**src/rtl/swu_window_scheduler.sv**
```systemverilog
// rtl/swu_window_scheduler.sv - write/read address and flow-control sequencer for the SWU circular line buffer
module swu_window_scheduler #(
  parameter int EFF_CH   = 2,
  parameter int IFM_W    = 4,
  parameter int IFM_H    = 4,
  parameter int K_W      = 3,
  parameter int K_H      = 3,
  parameter int STRIDE   = 1,
  parameter int OFM_W    = 2,
  parameter int OFM_H    = 2,
  parameter int BUF_ROWS = 4,
  localparam int CAP     = BUF_ROWS * IFM_W * EFF_CH,
  localparam int FRAME   = IFM_H * IFM_W * EFF_CH,
  localparam int AW      = $clog2(CAP)
) (
  input  logic          clk,
  input  logic          resetn,
  input  logic          wr_inc,
  output logic          wr_allow,
  output logic [AW-1:0] wr_addr,
  output logic          rd_valid,
  input  logic          rd_ready,
  output logic [AW-1:0] rd_addr,
  output logic          rd_last,
  output logic          frame_done
);
  localparam int CW  = $clog2(FRAME + 1);
  localparam int CCW = (EFF_CH > 1) ? $clog2(EFF_CH) : 1;
  localparam int KWW = (K_W > 1) ? $clog2(K_W) : 1;
  localparam int KHW = (K_H > 1) ? $clog2(K_H) : 1;
  localparam int OXW = (OFM_W > 1) ? $clog2(OFM_W) : 1;
  localparam int OYW = (OFM_H > 1) ? $clog2(OFM_H) : 1;

  localparam logic [CW-1:0]  FRAME_C  = CW'(FRAME);
  localparam logic [CW-1:0]  NEED0    = CW'(((K_H - 1) * IFM_W + K_W) * EFF_CH);
  localparam logic [CW-1:0]  ROW_NEED = CW'(STRIDE * IFM_W * EFF_CH);
  localparam logic [CW-1:0]  COL_NEED = CW'(STRIDE * EFF_CH);
  localparam logic [AW:0]    CAP_A    = (AW+1)'(CAP);
  localparam logic [AW:0]    ROW_A    = (AW+1)'(STRIDE * IFM_W * EFF_CH);
  localparam logic [AW:0]    COL_A    = (AW+1)'(STRIDE * EFF_CH);
  localparam logic [AW:0]    LINE_A   = (AW+1)'(IFM_W * EFF_CH);
  localparam logic [AW:0]    ONE_A    = (AW+1)'(1);
  localparam logic [AW-1:0]  WA_MAX   = AW'(CAP - 1);
  localparam logic [CCW-1:0] C_MAX    = CCW'(EFF_CH - 1);
  localparam logic [KWW-1:0] KW_MAX   = KWW'(K_W - 1);
  localparam logic [KHW-1:0] KH_MAX   = KHW'(K_H - 1);
  localparam logic [OXW-1:0] OX_MAX   = OXW'(OFM_W - 1);
  localparam logic [OYW-1:0] OY_MAX   = OYW'(OFM_H - 1);
  localparam logic           LAST0    = (K_H == 1) && (K_W == 1) && (EFF_CH == 1);

  typedef enum logic [1:0] {WAIT, ISSUE, DONE} state_t;
  state_t state;

  logic [CW-1:0]  wr_cnt, freed, need, need_row, need_nx;
  logic [AW-1:0]  row_addr, win_addr, wrow_addr, win_nx, row_nx, in_addr;
  logic [CCW-1:0] c, c_nx;
  logic [KWW-1:0] kw, kw_nx;
  logic [KHW-1:0] kh, kh_nx;
  logic [OXW-1:0] ox;
  logic [OYW-1:0] oy;
  logic           accept, hs, win_end, ox_wrap, oy_wrap, next_last;

  // Modular add for steps no larger than CAP: one conditional subtract suffices.
  function automatic logic [AW-1:0] add_mod(input logic [AW-1:0] a, input logic [AW:0] b);
    logic [AW:0] s;
    s = {1'b0, a} + b;
    if (s >= CAP_A) s = s - CAP_A;
    return s[AW-1:0];
  endfunction

  logic [CW-1:0] occ;
  assign occ      = wr_cnt - freed;
  assign wr_allow = (32'(occ) < 32'(CAP)) && (wr_cnt < FRAME_C);
  assign accept   = wr_inc & wr_allow;
  assign hs       = rd_valid & rd_ready;
  assign win_end  = (c == C_MAX) && (kw == KW_MAX) && (kh == KH_MAX);
  assign ox_wrap  = (ox == OX_MAX);
  assign oy_wrap  = (oy == OY_MAX);
  assign row_nx   = add_mod(row_addr, LINE_A);
  assign next_last = (c_nx == C_MAX) && (kw_nx == KW_MAX) && (kh_nx == KH_MAX);

  always_comb begin
    c_nx    = c;
    kw_nx   = kw;
    kh_nx   = kh;
    in_addr = add_mod(rd_addr, ONE_A);
    if (c != C_MAX) begin
      c_nx = c + 1'b1;
    end else begin
      c_nx = '0;
      if (kw != KW_MAX) begin
        kw_nx = kw + 1'b1;
      end else begin
        kw_nx   = '0;
        kh_nx   = (kh == KH_MAX) ? '0 : kh + 1'b1;
        in_addr = row_nx;
      end
    end
    win_nx  = ox_wrap ? add_mod(wrow_addr, ROW_A) : add_mod(win_addr, COL_A);
    need_nx = ox_wrap ? need_row + ROW_NEED : need + COL_NEED;
  end

  always_ff @(posedge clk) begin
    if (!resetn) begin
      state <= WAIT;
      wr_cnt <= '0; freed <= '0; wr_addr <= '0;
      need <= NEED0; need_row <= NEED0;
      rd_addr <= '0; row_addr <= '0; win_addr <= '0; wrow_addr <= '0;
      c <= '0; kw <= '0; kh <= '0; ox <= '0; oy <= '0;
      rd_valid <= 1'b0; rd_last <= 1'b0; frame_done <= 1'b0;
    end else begin
      frame_done <= 1'b0;
      if (accept) begin
        wr_cnt  <= wr_cnt + 1'b1;
        wr_addr <= (wr_addr == WA_MAX) ? '0 : wr_addr + 1'b1;
      end
      case (state)
        WAIT: if (wr_cnt >= need) begin
          state <= ISSUE; rd_valid <= 1'b1; rd_last <= LAST0;
        end
        ISSUE: if (hs) begin
          if (!win_end) begin
            c <= c_nx; kw <= kw_nx; kh <= kh_nx;
            rd_addr <= in_addr; rd_last <= next_last;
            if ((c == C_MAX) && (kw == KW_MAX)) row_addr <= row_nx;
          end else if (ox_wrap && oy_wrap) begin
            state <= DONE; rd_valid <= 1'b0; rd_last <= 1'b0; frame_done <= 1'b1;
          end else begin
            c <= '0; kw <= '0; kh <= '0;
            win_addr <= win_nx; rd_addr <= win_nx; row_addr <= win_nx; need <= need_nx;
            if (ox_wrap) begin
              ox <= '0; oy <= oy + 1'b1;
              wrow_addr <= win_nx; need_row <= need_nx;
              freed <= freed + ROW_NEED;  // rows above the next output row are dead
            end else begin
              ox <= ox + 1'b1;
            end
            if (wr_cnt >= need_nx) begin
              rd_last <= LAST0;
            end else begin
              state <= WAIT; rd_valid <= 1'b0; rd_last <= 1'b0;
            end
          end
        end
        default: begin
          state <= WAIT;
          wr_cnt <= '0; freed <= '0; wr_addr <= '0;
          need <= NEED0; need_row <= NEED0;
          rd_addr <= '0; row_addr <= '0; win_addr <= '0; wrow_addr <= '0;
          c <= '0; kw <= '0; kh <= '0; ox <= '0; oy <= '0;
        end
      endcase
    end
  end
endmodule

```
**config.mk**
```make
export PLATFORM = sky130hd
export DESIGN_NAME = swu_window_scheduler
export DESIGN_NICKNAME = d
export VERILOG_FILES = /design/src/rtl/swu_window_scheduler.sv
export SDC_FILE = /design/constraint.sdc
export NUM_CORES = 1
export LEC_CHECK = 0
export ABC_AREA = 1
export CORE_MARGIN = 10
export CORE_UTILIZATION = 50
export DETAILED_ROUTE_END_ITERATION = 10
export PLACE_DENSITY = 0.71
export SYNTH_ARGS = -nofsm -noshare
export SYNTH_HDL_FRONTEND = slang
export SYNTH_SLANG_ARGS = --single-unit
```
**constraint.sdc**
```tcl
create_clock -name clk -period 1.8 [get_ports clk]
set_input_delay 0.36 -clock clk [delete_from_list [all_inputs] [get_ports clk]]
set_output_delay 0.36 -clock clk [all_outputs]
set_load 0.005 [all_outputs]
```
==> results by group, run 1 <==
Synthesis
  – Largest area contributor in the netlist: dfxtp_1
  – Synth Register Bits: 58
  – Largest cells by area after synthesis: dfxtp_1 (36%), nand2_1 (12%), ha_1 (8.6%)
  – Average size of a mapped cell: 7.05 µm²
  – Synth top area share: 36.1%
  – Post-Syn Instances: 456
  – Post-synth EDFFs: 0
  – Post-synth ARST share: 0%
  – Sequential share of the synthesized area: 36.1%
  – Post-Syn Area: 0.00322 mm²
  – Synth Net Count: 482
  – Synth Warn #: 0
  – Cell variety after synth: 37
  – Ys flop type: dfxtp_1

Run
  – Maxcap violations: 0

Final layout
  – N_diodes: 0
  – Footprint of the multi-input gates: 0.00192 mm²
  – FF+latch area: 0.00118 mm²
  – Most common cell after layout, fill and taps aside: nand2_1
  – Most frequent cells in the layout: nand2_1 (100), a21oi_1 (49), dfxtp_1 (49), inv_1 (47), buf_4 (41)
  – Final #Nets: 540
  – Fillers: 547
  – Ratio of cells with drive above 1 in the final layout: 22.9%
  – P&R area growth vs syn: 27.3%

Floorplan
  – Row cnt: 29
  – Die area: 0.0100 mm²
  – Die span in x: 100 µm
  – Io pins: 18
  – Chip height: 100 µm
  – Core area: 0.00631 mm²
  – Initial Util: 51.0%

Routing
  – Antenna violation net count after detailed routing: 0
  – Vias per inst: 5.18
  – Initial drt markers: 149
  – Drt pass-1 iters: 5
  – Wirelength per Cell: 13.3 µm
  – # DRC: 0
  – Vias: 3086
  – Total wire length: 7940 µm

STA
  – Worst Clk Skew: 0.00996 ns
  – Setup TNS: -0.385 ns
  – Setup ws final: -0.124 ns
  – Final hold vios: 0
  – Final Max Slew Viols: 0
  – Slew at the pin closest to its max-slew limit: 0.466 ns
  – Period minus WS final: 1.92 ns
  – RSZ-0062 raised after global routing: true
  – Tcrit/Tclk final: 107%
  – Slew HR: 68.6%
  – Max Fclk: 0.520 GHz
  – Final setup viols: 5

Worst setup path
  – CP max-delay cell: dfxtp_2
  – CP Max Fanout: 2
  – Cell family with most CP delay: simple AND/OR/NAND/NOR gates
  – WP data required: 2.08 ns
  – Most Frequent Cell on Critical Path: nand2_1
  – Crit-path max cell delay: 0.33 ns
  – Sum of buffers and inverters on the critical path: 0
  – Crit-path cells: ha_2 > or2_4 > nand3_2 > nand2_2 > ha_4 > nand2_4 > nor2_1 > nand2_1 > nand2_2 > nand2_1 > nand2_1 > nand2_1 > nand2_1 > nand2_1 > a21oi_2
  – Kind of critical path: flip-flop to flip-flop
  – Critical Path Sink Type: flip-flop
  – Critical Path Start Type: flip-flop
  – CP Data Arrival Time: 2.20 ns

GRT
  – GRT overflow: 0
  – Total GRT Usage: 15.5%
  – Pin count of the biggest net entering global routing: 27
  – Met2 Resource Use GR: 23.7%
  – Top Usage Layer GRT: met2
  – Met1 usage: 20.2%
  – Grt met3 use: 3.37%
  – Initial antenna violation count: 0
  – Vias in the first global route: 2803
  – First-pass GRT wire length: 13000 µm

CTS
  – Clock network latency to the later pin of the worst-skew pair: 0.34 ns
  – CTS tree: yes
  – Clock tree buffer depth: 2
  – Root buffer cell: clkbuf_8
  – CTS clock-pin slew for the worst setup and hold paths: 0.07 ns
  – H-tree levels: 3
  – Hold-fix buffers, CTS: 0
  – CTS Buf Count: 9
  – CTS Sinks: 58

Hold path
  – Hold crit path type: flip-flop to flip-flop

Outcome
  – Status: finished with violations
  – Failing checks: negative setup slack

Placement
  – DP HPWL: 5610 µm
  – Port buffer count: 17
  – RD Place Congestion: 0.806

Pwr
  – Power Total: 3900 µW
  – Pwr Density: 952 mW/mm²
  – Static leakage: 0.00172 µW
  – VDD IR max: 0.590 mV
[per-layer routing]
layer | share of wire, % | vias to the layer above | wire (µm)
met3 | 4.6 | 12 | 365
met2 | 46 | 51 | 3670
met1 | 48 | 1412 | 3780
li1 | - | 1611 | -
met4 | 1.6 | 0 | 130
met5 | 0 | - | 0
[power by group]
| part | internal (µW) | switching, µW |
|---|---|---|
| Sequential | 1400 | 103 |
| Clock | 529 | 532 |
| Combinational | 611 | 719 |
| Total | 2540 | 1350 |
[path summary, 6_finish.rpt]
check / depth (start not counted) / from / slack [ns] / to
worst max-delay path: 15 / need_row[3]$_SDFFE_PN0P_ / -0.12 / rd_valid$_SDFFE_PN0P_
worst min-delay path: 2 / need_row[0]$_SDFFE_PN0P_ / 0.44 / need_row[0]$_SDFFE_PN0P_
worst max register to register: 15 / need_row[3]$_SDFFE_PN0P_ / -0.12 / rd_valid$_SDFFE_PN0P_
worst min register to register: 2 / need_row[0]$_SDFFE_PN0P_ / 0.44 / need_row[0]$_SDFFE_PN0P_
[synthesized netlist by cell type (2+ instances only)]
master	instances
nor4_1	2
o21a_1	2
xnor2_1	2
nand2_2	3
a21oi_1	51
a211oi_1	4
nor2_1	41
or2_2	2
inv_2	3
inv_1	51
nor2_2	2
buf_6	3
o211ai_1	3
nand4_1	4
nand3_1	30
o21ai_0	32
nor3_1	3
dfxtp_1	58
buf_2	3
xor2_1	5
clkbuf_1	7
nor2_4	5
ha_1	22
nand2_1	105
[worst min-delay path, stage by stage, from the launching register on]
cell	delay, ns
dfxtp_1	0.30
inv_1	0.06
nor2_1	0.04
[registers in the layout (all words and copies together) (netlist names), 3 cells and up]
register,cells
rd_addr,5
wr_cnt,6
win_addr,5
wr_addr,5
row_addr,5
wrow_addr,5
freed,3
need,6
need_row,6
[layout make-up]
class	count	share of cell area, %
Inverter	55	5.04
Clock buffer	11	3.45
Timing Repair Buffer	61	12.8
Sequential cell	58	28.8
Clock inverter	5	0.733
Multi-Input combinational cell	329	46.8
Tap cell	77	2.35
[timing repair]
action | 4_1_cts | 5_1_grt
endpoints found under the setup margin | 3 | 6
resized for setup | 20 | 24
buffers inserted | 6 | 3
pin swaps | 9 | 13
[per-stage QoR]
stage          hold WS (ns)  area (µm²)  worst slack (ns)  util [%]  std cells
2_1_floorplan         0.416        3250           0.00815         -        456
3_3_place_gp          0.427        3710            -0.164      58.8        571
3_5_place_dp          0.433        3710            -0.191      58.8        571
4_1_cts               0.443        3980            -0.125      63.1        593
5_1_grt               0.453        4090            -0.244      64.8        596
6_report              0.442        4090            -0.124      64.8        596
[cells by family (layout without fill, tap and decap cells)]
| family | after synthesis | in the layout | synth area share (%) |
|---|---|---|---|
| AOI/OAI and AO/OA | 99 | 99 | 16.8 |
| xor gates and xnor gates | 7 | 7 | 1.91 |
| adders and majority gates | 22 | 22 | 8.56 |
| buffers and inverters | 69 | 132 | 8.98 |
| DFF | 58 | 58 | 36.1 |
| muxes | 1 | 1 | 0.311 |
| and+or+nand+nor | 200 | 200 | 27.3 |
Power figures use the tool's default switching activity.
==> run 2: changes to the inputs <==
- CORE_UTILIZATION: 50 -> 54
- PLACE_DENSITY: 0.71 -> 0.76
- RECOVER_POWER: unset -> 100
==> results by group, run 2 (synthesis results as in run 1) <==
Pwr
  – Static leakage: 0.00172 µW (about the same)
  – Pwr Density: 988 mW/mm² (+3.7%)
  – Power Total: 4030 µW (+3.4%)
  – VDD IR max: 0.538 mV (-8.7%)

Placement
  – DP HPWL: 5730 µm (+2.1%)
  – DP Worst Slack: -0.169 ns (+0.0216 ns)
  – Placed inst area: 0.00366 mm² (-1.3%)
  – Port buffer count: 17 (unchanged)
  – RD Place Congestion: 0.863 (+7.1%)

Hold path
  – Hold depth: 2 (unchanged)
  – HP Start: need_row[0]$_SDFFE_PN0P_
  – Hold crit path type: flip-flop to flip-flop

GRT
  – Initial antenna violation count: 0 (unchanged)
  – Vias in the first global route: 2944 (+5.0%)
  – Total GRT Usage: 16.7% (+1.2 points)
  – First-pass GRT wire length: 13400 µm (+3.7%)
  – GRT overflow: 0 (unchanged)
  – Pin count of the biggest net entering global routing: 27 (unchanged)

Routing
  – Vias per inst: 5.44 (+5.1%)
  – Initial drt markers: 227 (+52%)
  – # DRC: 0 (unchanged)
  – Vias: 3206 (+3.9%)
  – Antenna violation net count after detailed routing: 0 (unchanged)
  – Drt pass-1 iters: 4 (-1)
  – Total wire length: 8300 µm (+4.5%)
  – Wirelength per Cell: 14.1 µm (+5.8%)

Final layout
  – Footprint of the multi-input gates: 0.00193 mm² (+0.91%)
  – FF+latch area: 0.00118 mm² (-0.32%)
  – Final instance area: 0.00408 mm² (-0.31%)
  – Ratio of cells with drive above 1 in the final layout: 22.8% (-0.17 points)
  – Most common cell after layout, fill and taps aside: nand2_1
  – P&R area growth vs syn: 26.9%
  – N_diodes: 0 (unchanged)
  – Final #Nets: 535 (-0.93%)
  – Largest regs: need x6, need_row x6, wr_cnt x6
  – Most frequent cells in the layout: nand2_1 (96), dfxtp_1 (50), a21oi_1 (49), inv_1 (46), nor2_1 (39)
  – Fillers: 448 (-18%)

CTS
  – Hold-fix buffers, CTS: 0 (unchanged)
  – Clock tree buffer depth: 2 (unchanged)
  – CTS Sinks: 58 (unchanged)
  – CTS tree: yes
  – Clock network latency to the later pin of the worst-skew pair: 0.35 ns (about the same)
  – Root buffer cell: clkbuf_8
  – CTS clock-pin slew for the worst setup and hold paths: 0.06 ns (about the same)
  – CTS Buf Count: 9 (unchanged)
  – H-tree levels: 3 (unchanged)

STA
  – Final hold vios: 0 (unchanged)
  – Final Max Slew Viols: 0 (unchanged)
  – Setup TNS: -0.344 ns (+0.0416 ns)
  – Setup ws final: -0.169 ns (-0.0455 ns)
  – Slew at the pin closest to its max-slew limit: 0.444 ns (-0.0213 ns)
  – Final setup viols: 3 (-2)
  – RSZ-0062 raised after global routing: true
  – Max Fclk: 0.508 GHz (-2.3%)
  – Tcrit/Tclk final: 109% (+2.5 points)
  – Worst Clk Skew: 0.00900 ns (-0.000962 ns)
  – Slew HR: 70.1% (+1.4 points)
  – Period minus WS final: 1.97 ns (+0.0455 ns)

Worst setup path
  – Critical Path Sink Type: flip-flop
  – Crit-path max cell delay: 0.36 ns (+0.03 ns)
  – Crit-path cells: ha_4 > nand2_4 > inv_2 > o21ai_2 > nand2_2 > ha_4 > nand2_1 > nor2_4 > nand2_1 > nand2_2 > nand2_2 > nand2_1 > nand2_1 > nand2_1 > nand2_1 > a21oi_1
  – Critical Path Start Type: flip-flop
  – RR Endpoint: rd_valid$_SDFFE_PN0P_
  – Reg2Reg Setup Slack: -0.17 ns (-0.05 ns)
  – Worst Setup EP: rd_valid$_SDFFE_PN0P_
  – Crit path from: need[2]$_SDFFE_PN1P_
  – Crit path depth: 16 (+1)
  – Kind of critical path: flip-flop to flip-flop
  – RR Startpoint: need[2]$_SDFFE_PN1P_
  – Reg2Reg Depth: 16 (+1)
  – CP Max Fanout: 3 (+1)
  – Sum of buffers and inverters on the critical path: 1 (+1)
  – CP max-delay cell: dfxtp_4
  – CP Data Arrival Time: 2.25 ns (+0.05 ns)
  – WP data required: 2.08 ns (about the same)
  – Most Frequent Cell on Critical Path: nand2_1
  – Cell family with most CP delay: simple AND/OR/NAND/NOR gates

Floorplan
  – Row cnt: 28 (-3.4%)
  – Initial Util: 55.0% (+4.0 points)
  – Chip height: 97.2 µm (-3.0%)
  – Io pins: 18 (unchanged)
  – Core area: 0.00585 mm² (-7.3%)
  – Die span in x: 97.2 µm (-3.0%)
  – Die area: 0.00944 mm² (-6.0%)

Outcome
  – Status: finished with violations
  – Failing checks: negative setup slack

Run
  – Maxcap violations: 0 (unchanged)
[run 2: metal layers]
layer  up-vias  wire, µm  GRT usage, %
li1       1601         -             -
met1      1497      3810          20.6
met2        92      3880          26.8
met3        16       447          3.84
met4         0       156          7.83
met5         -         0             0
[run 2: worst register-to-register path: stages (launching register included)]
cell,delay (ns)
dfxtp_4,0.36
ha_4,0.17
nand2_4,0.06
inv_2,0.06
o21ai_2,0.14
nand2_2,0.11
ha_4,0.28
nand2_1,0.09
nor2_4,0.10
nand2_1,0.06
nand2_2,0.08
nand2_2,0.05
nand2_1,0.06
nand2_1,0.05
nand2_1,0.06
nand2_1,0.04
a21oi_1,0.13
[run 2: worst min path at each step]
stage / end
2_1_floorplan: need_row[0]$_SDFFE_PN0P_
3_3_place_gp: need_row[0]$_SDFFE_PN0P_
3_5_place_dp: need_row[0]$_SDFFE_PN0P_
4_1_cts: need_row[0]$_SDFFE_PN0P_
5_1_grt: need_row[0]$_SDFFE_PN0P_
6_report: need_row[0]$_SDFFE_PN0P_
[run 2: cell type report]
cell class	instances	share of cell area (%)
Clock buffer	11	3.71
Clock inverter	5	1.29
Inverter	55	5.18
Multi-Input combinational cell	329	47.4
Sequential cell	58	28.8
Tap cell	75	2.30
Timing Repair Buffer	56	11.3
[run 2: report_power, final]
part           switching [µW]  internal [µW]  total, µW
combinational             735            553       1290
sequential               99.8           1400       1500
clock                     535            706       1240
[run 2: per-stage QoR]
step	utilization [%]	std cells	hold WS, ns
4_1_cts	67.4	586	0.441
5_1_grt	69.8	589	0.454
3_3_place_gp	62.6	566	0.428
3_5_place_dp	62.6	566	0.435
2_1_floorplan	-	456	0.416
6_report	69.8	589	0.439
[run 2: repair_timing]
item	in CTS	in global routing
gates resized for setup	20	35
setup buffers	4	3
pin swaps	13	25
gates cloned	0	1
endpoints found under the setup margin	3	28
==> RTL change 1 (config.mk and constraints of run 1) <==
`K_W`: 3 -> 6.
--- a/src/rtl/swu_window_scheduler.sv
+++ b/src/rtl/swu_window_scheduler.sv
@@ -4,5 +4,5 @@
   parameter int IFM_W    = 4,
   parameter int IFM_H    = 4,
-  parameter int K_W      = 3,
+  parameter int K_W      = 6,
   parameter int K_H      = 3,
   parameter int STRIDE   = 1,
Behaviour: no difference found for any inputs over 10 cycles, from zero or initial values and one cycle with resetn low; that may be too few to reach the edited logic, so the function may still have changed.
==> RTL change 1 against run 1 <==
- the run still ends with negative setup slack left
- largest cell class unchanged
- hold slack better by 0.022 ns
- critical path type unchanged
- setup slack better by 0.075 ns
- first-iteration DRC count is 11% higher
- highest routed layer unchanged
- synthesized area is 6.4% higher
- sequential cell count is 1 higher
- wire length is 5.6% higher
- final area is 5.4% higher
- count of clock-buffer cells in the layout is 1 higher
Power is not compared: it rests on default switching activity, and its combinational part moved more than twofold at a synthesized area within 25%.
==> RTL change 1: results (changes against run 1) <==
| Metric | Value |
|---|---|
| Clock H-tree levels | 3 (unchanged) |
| Largest cells by area after synthesis | dfxtp_1 35%, nand2_1 18%, ha_1 8.0% (was dfxtp_1 36%, nand2_1 12%, ha_1 8.6%) |
| Setup_tns | -0.07057 ns (was -0.3854 ns) |
| CTS max path bufs | 2 (unchanged) |
| Cell Area, Placed | 0.003909 mm2 (was 0.003715 mm2) |
| Worst-Skew Late Latency | 0.35 ns |
| Leakage power | 1.999 nW |
| Biggest regs | need x6, need_row x6, wr_cnt x6 (unchanged) |
| Avg WL per Cell | 12.64 um (was 13.32 um) |
| Crit path max-delay family | simple AND/OR/NAND/NOR gates (unchanged) |
| CP max stage cell | dfxtp_2 (unchanged) |
| Relative slew slack | 72.03% (was 68.64%) |
| CTS Buf Count | 9 (unchanged) |
| Switching Fraction | 22.52% |
| Largest net degree at the start of global routing | 28 (was 27) |
| Vias in the first global route | 3013 (was 2803) |
| Placer Congestion | 0.8895 (was 0.8057) |
| Failing checks | negative setup slack (unchanged) |
| Syn. warnings | 0 (unchanged) |
| Async S/R FF share, synth | 0% (unchanged) |
| Tot GR Track Use | 16.12% (was 15.51%) |
| Max stage delay on crit path | 0.34 ns |
| Count of input and output buffers | 17 (unchanged) |
| Share of cells above drive strength 1 | 18.87% (was 22.93%) |
| Finish-stage setup viols | 3 (was 5) |
| Type of the worst min-delay path | flip-flop to flip-flop (unchanged) |
| Dpl cells | 634 (was 571) |
| First-pass GRT wire length | 13.62 mm (was 12.97 mm) |
| Sequential fraction of the synthesis area | 34.50% (was 36.09%) |
| Synth Flop Type | dfxtp_1 (unchanged) |
| Outcome | finished with violations (unchanged) |
| Place WS | -0.1624 ns (was -0.1908 ns) |
| Nets | 604 (was 540) |
| Max FO, Critical Path | 2 (unchanged) |
| Setup Skew | 0.006818 ns (was 0.009958 ns) |
| Critical path launch point | need_row[4] (was need_row[3]) |
| DR pass1 iterations | 5 (unchanged) |
| Post-route insts no fill | 663 (was 596) |
| # diodes | 0 (unchanged) |
| Final HPWL DP | 5.883 mm (was 5.615 mm) |
| Root Buffer | clkbuf_8 (unchanged) |
| Starting DRC count in detailed routing | 166 (was 149) |
| Crit path arrival time | 2.14 ns (was 2.20 ns) |
| Clock-pin slew on the worst setup and hold paths | 0.07 ns (about the same) |
| Commonest cells in the netlist | 163 x nand2_1, 61 x inv_1, 59 x dfxtp_1 (was 105 x nand2_1, 58 x dfxtp_1, 51 x a21oi_1, 51 x inv_1, 41 x nor2_1) |
| Layout fillers | 573 (was 547) |
| Initial antenna violation count | 0 (unchanged) |
| Vias per cell | 5.100 (was 5.178) |
| Min-delay src | rd_last (was need_row[0]) |
| Max IR drop VDD | 475.1 uV |
| Cell variety after synth | 35 (was 37) |
| Worst setup margin | -0.04806 ns (was -0.1235 ns) |
| Syn nets | 542 (was 482) |
| Mapped Avg Cell Area | 6.634 um2 (was 7.054 um2) |
## RTL change 1: cell families after synthesis
logic type / share of synthesized area [%]
flops: 34.50
buf+inv: 9.283
compound gates: 10.71
xor+xnor: 2.303
mux: 0.2924
fa+ha+maj: 8.041
simple gates: 34.87
## RTL change 1: final timing paths
kind / endpoint / slack, ns / cells after the start
setup / recovery: rd_valid / -0.05 / 14
hold / removal: rd_last / 0.46 / 2
setup reg to reg: rd_valid / -0.05 / 14
hold reg to reg: rd_last / 0.46 / 2
## RTL change 1: power groups by stage
stage                     clock (mW)  sequential, mW  combinational [mW]
after detailed placement           0            1.36               0.103
after floorplan                    0            1.36              0.0617
after global placement             0            1.36               0.101
after CTS                       1.32            1.33               0.103
after global routing            1.37            1.33               0.116
final                           1.29            1.33               0.103
## RTL change 1: final cells by class
type                       count  area [um2]  area share (%)
clock buffer                  12       165.2           3.827
clock inverter                 4       47.55           1.102
inverter                      66       247.7           5.741
multi-input combinational    377        2018           46.77
sequential                    59        1195           27.69
tap                           80       100.1           2.320
timing repair buffer          65       541.8           12.55
## RTL change 1: worst register-to-register path, delay by kind of cell, from the launching register on
family | cells | cell delay (ns)
DFF | 1 | 0.34
and+or+nand+nor | 9 | 0.82
buffers and inverters | 2 | 0.09
adders and majority gates | 2 | 0.46
AOI/OAI and AO/OA | 1 | 0.10
## RTL change 1: repair_timing
item | in CTS | in global routing
gates resized for setup | 22 | 13
pin swaps | 12 | 6
endpoints found under the setup margin | 3 | 5
buffers inserted | 10 | 4
## RTL change 1: metal layers
metal	vias up	track usage, %	wire length [um]
met3	11	4.155	360
met5	-	0	0
li1	1775	-	-
met2	57	26.25	3990
met4	0	6.203	112
met1	1538	19.95	3918
==> RTL change 2 (config.mk and constraints of run 1) <==
Made on the original files. Encoding of `state_t`: now one-hot (3 bits for 3 states).
--- a/src/rtl/swu_window_scheduler.sv
+++ b/src/rtl/swu_window_scheduler.sv
@@ -49,5 +49,5 @@
   localparam logic           LAST0    = (K_H == 1) && (K_W == 1) && (EFF_CH == 1);
 
-  typedef enum logic [1:0] {WAIT, ISSUE, DONE} state_t;
+  typedef enum logic [2:0] {WAIT = 3'b001, ISSUE = 3'b010, DONE = 3'b100} state_t;
   state_t state;
 
Behaviour: same outputs for any inputs over 10 cycles, from zero or initial values and one cycle with resetn low; not proved beyond that.
==> RTL change 2 against run 1 <==
- the flow still finishes with violations (negative setup slack)
- global-route usage is 0.77 points higher
- synthesized cell count increased by 15%
- hold slack improved by 0.022 ns
- sequential cell count up 1
- synthesized area is 8.5% higher
- wire length up 11%
- critical path type unchanged
- via count grew 12%
- final area up 6.7%
- setup slack improved by 0.042 ns
Power is not compared: it rests on default switching activity, and its combinational part moved more than twofold at a synthesized area within 25%.
==> RTL change 2: results (changes against run 1) <==
| Metric | Value |
|---|---|
| Outcome | finished with violations (unchanged) |
| Failing checks | negative setup slack (unchanged) |
| Syn nets | 549 (was 482) |
| CTS max path bufs | 2 (unchanged) |
| CTS Buf Count | 9 (unchanged) |
| Share of cells above drive strength 1 | 18.51% (was 22.93%) |
| CP max stage cell | dfxtp_1 (was dfxtp_2) |
| Min-delay src | row_addr[0] (was need_row[0]) |
| Worst hold stages | 2 (unchanged) |
| First-pass GRT wire length | 14.83 mm (was 12.97 mm) |
| Sequential fraction of the synthesis area | 33.84% (was 36.09%) |
| Cells after synthesis | 523 (was 456) |
| Dpl cells | 652 (was 571) |
| Worst r2r path cells | 14 (was 15) |
| Cell Area, Placed | 0.003941 mm2 (was 0.003715 mm2) |
| R2r endpoint | rd_valid (unchanged) |
| Seq cells post-synth | 59 (was 58) |
| Worst setup margin | -0.08133 ns (was -0.1235 ns) |
| Placer Congestion | 0.8760 (was 0.8057) |
| Worst-Skew Late Latency | 0.35 ns |
| Finish-stage setup viols | 3 (was 5) |
| Drt total wl | 8.784 mm (was 7.937 mm) |
| Final HPWL DP | 6.223 mm (was 5.615 mm) |
| Tot GR Track Use | 16.28% (was 15.51%) |
| Starting DRC count in detailed routing | 169 (was 149) |
| Crit path max-delay family | simple AND/OR/NAND/NOR gates (unchanged) |
| Cell variety after synth | 32 (was 37) |
| # diodes | 0 (unchanged) |
| Count of input and output buffers | 17 (unchanged) |
| Root Buffer | clkbuf_8 (unchanged) |
| Vias | 3442 (was 3086) |
| Biggest regs | need x6, need_row x6, wr_cnt x6 (unchanged) |
| Least-Margin Pin Slew | 0.4237 ns (was 0.4656 ns) |
| Setup Skew | 0.01011 ns (was 0.009958 ns) |
| Syn. warnings | 0 (unchanged) |
| Max stage delay on crit path | roughly 0.32 ns |
| Hold path endpoint | row_addr[0] (was need_row[0]) |
| Post-route insts no fill | 674 (was 596) |
| Layout fillers | 597 (was 547) |
| DR pass1 iterations | 6 (was 5) |
| Crit path arrival time | 2.15 ns (was 2.20 ns) |
| Hold WS | 0.4632 ns (was 0.4415 ns) |
| Largest cells by area after synthesis | dfxtp_1 34%, nand2_1 16%, ha_1 7.9% (was dfxtp_1 36%, nand2_1 12%, ha_1 8.6%) |
| Leakage power | 1.912 nW |
| Vias in the first global route | 3176 (was 2803) |
| Commonest cells in the netlist | 148 x nand2_1, 59 x dfxtp_1, 59 x inv_1, 59 x nor2_1, 38 x a21oi_1 (was 105 x nand2_1, 58 x dfxtp_1, 51 x a21oi_1, 51 x inv_1, 41 x nor2_1) |
| Max IR drop VDD | 478.0 uV |
| Nets | 599 (was 540) |
| Largest net degree at the start of global routing | 20 (was 27) |
## RTL change 2: cell types whose count changed in the layout (fill, tap and decap cells not counted), moves of 4 or more
cell / run 1 / this run
a21oi_1: 49 / 36
buf_4: 41 / 33
nand2_1: 100 / 144
nor2_1: 39 / 58
inv_1: 47 / 56
dfxtp_1: 49 / 53
o21ai_1: 1 / 5
nand2_2: 6 / 11
nand3_2: 8 / 2
nand3_1: 23 / 30
## RTL change 2: timing repair
item	CTS	global route
pin swaps	3	18
endpoints found under the setup margin	5	21
gates resized for setup	21	19
buffers inserted	1	4
cloned	0	1
## RTL change 2: how the worst max path moves through the flow
stage / from / endpoint / cells past startpoint
2_1_floorplan: need[1] / state[1] / 14
3_3_place_gp: freed[3] / wr_allow / 8
3_5_place_dp: freed[3] / wr_allow / 8
4_1_cts: freed[3] / wr_allow / 8
5_1_grt: need[1] / state[1] / 13
6_report: need_row[3] / rd_valid / 14
## RTL change 2: cells by family (layout without fill, tap and decap cells)
family | after synthesis | in the layout | synth area share (%)
flip-flops | 59 | 59 | 33.84
multiplexers | 1 | 1 | 0.2867
XOR/XNOR | 7 | 7 | 1.756
AO/OA/AOI/OAI | 85 | 85 | 13.15
AND/OR/NAND/NOR | 270 | 270 | 33.23
adder cells (fa/ha/maj) | 22 | 22 | 7.885
buffers and inverters | 79 | 134 | 9.857
## RTL change 2: layout make-up
cell class,count,area (um2),area share [%]
sequential,59,1189,27.21
timing repair buffer,54,475.5,10.89
multi-input combinational,385,2072,47.44
clock buffer,12,165.2,3.781
timing repair inverter,1,7.507,0.1719
inverter,63,244.0,5.586
tap,96,120.1,2.750
clock inverter,4,95.09,2.177
## RTL change 2: report_power, final
part | internal [mW] | switching, mW | total, mW
logic | 0.0465 | 0.0631 | 0.110
registers | 1.31 | 0.0137 | 1.33
clock network | 1.03 | 0.558 | 1.59
## RTL change 2: worst register-to-register path: stages (launching register included)
cell,delay (ns)
dfxtp_1,0.32
ha_1,0.20
nand2_1,0.06
inv_1,0.04
o21ai_2,0.14
nand2_2,0.11
ha_4,0.28
nand2_1,0.06
nor2_1,0.10
nand2_1,0.09
nand2_2,0.10
nand2_2,0.06
nand2_2,0.07
nor2_2,0.04
nor3_1,0.16
## RTL change 2: metal layers
layer	global-route usage (%)	vias to the layer above	wire, um
met5	0	-	0
met4	5.948	0	114
met3	4.399	13	374
met2	25.45	65	4090
met1	20.86	1589	4204
li1	-	1775	-
## RTL change 2: metrics by stage
step | setup TNS, ns | setup slack [ns]
2_1_floorplan | 0 | 0.06408
3_3_place_gp | -0.3260 | -0.1398
3_5_place_dp | -0.4670 | -0.1907
4_1_cts | -0.004747 | -0.004747
5_1_grt | -0.5185 | -0.1596
6_report | -0.1238 | -0.08133
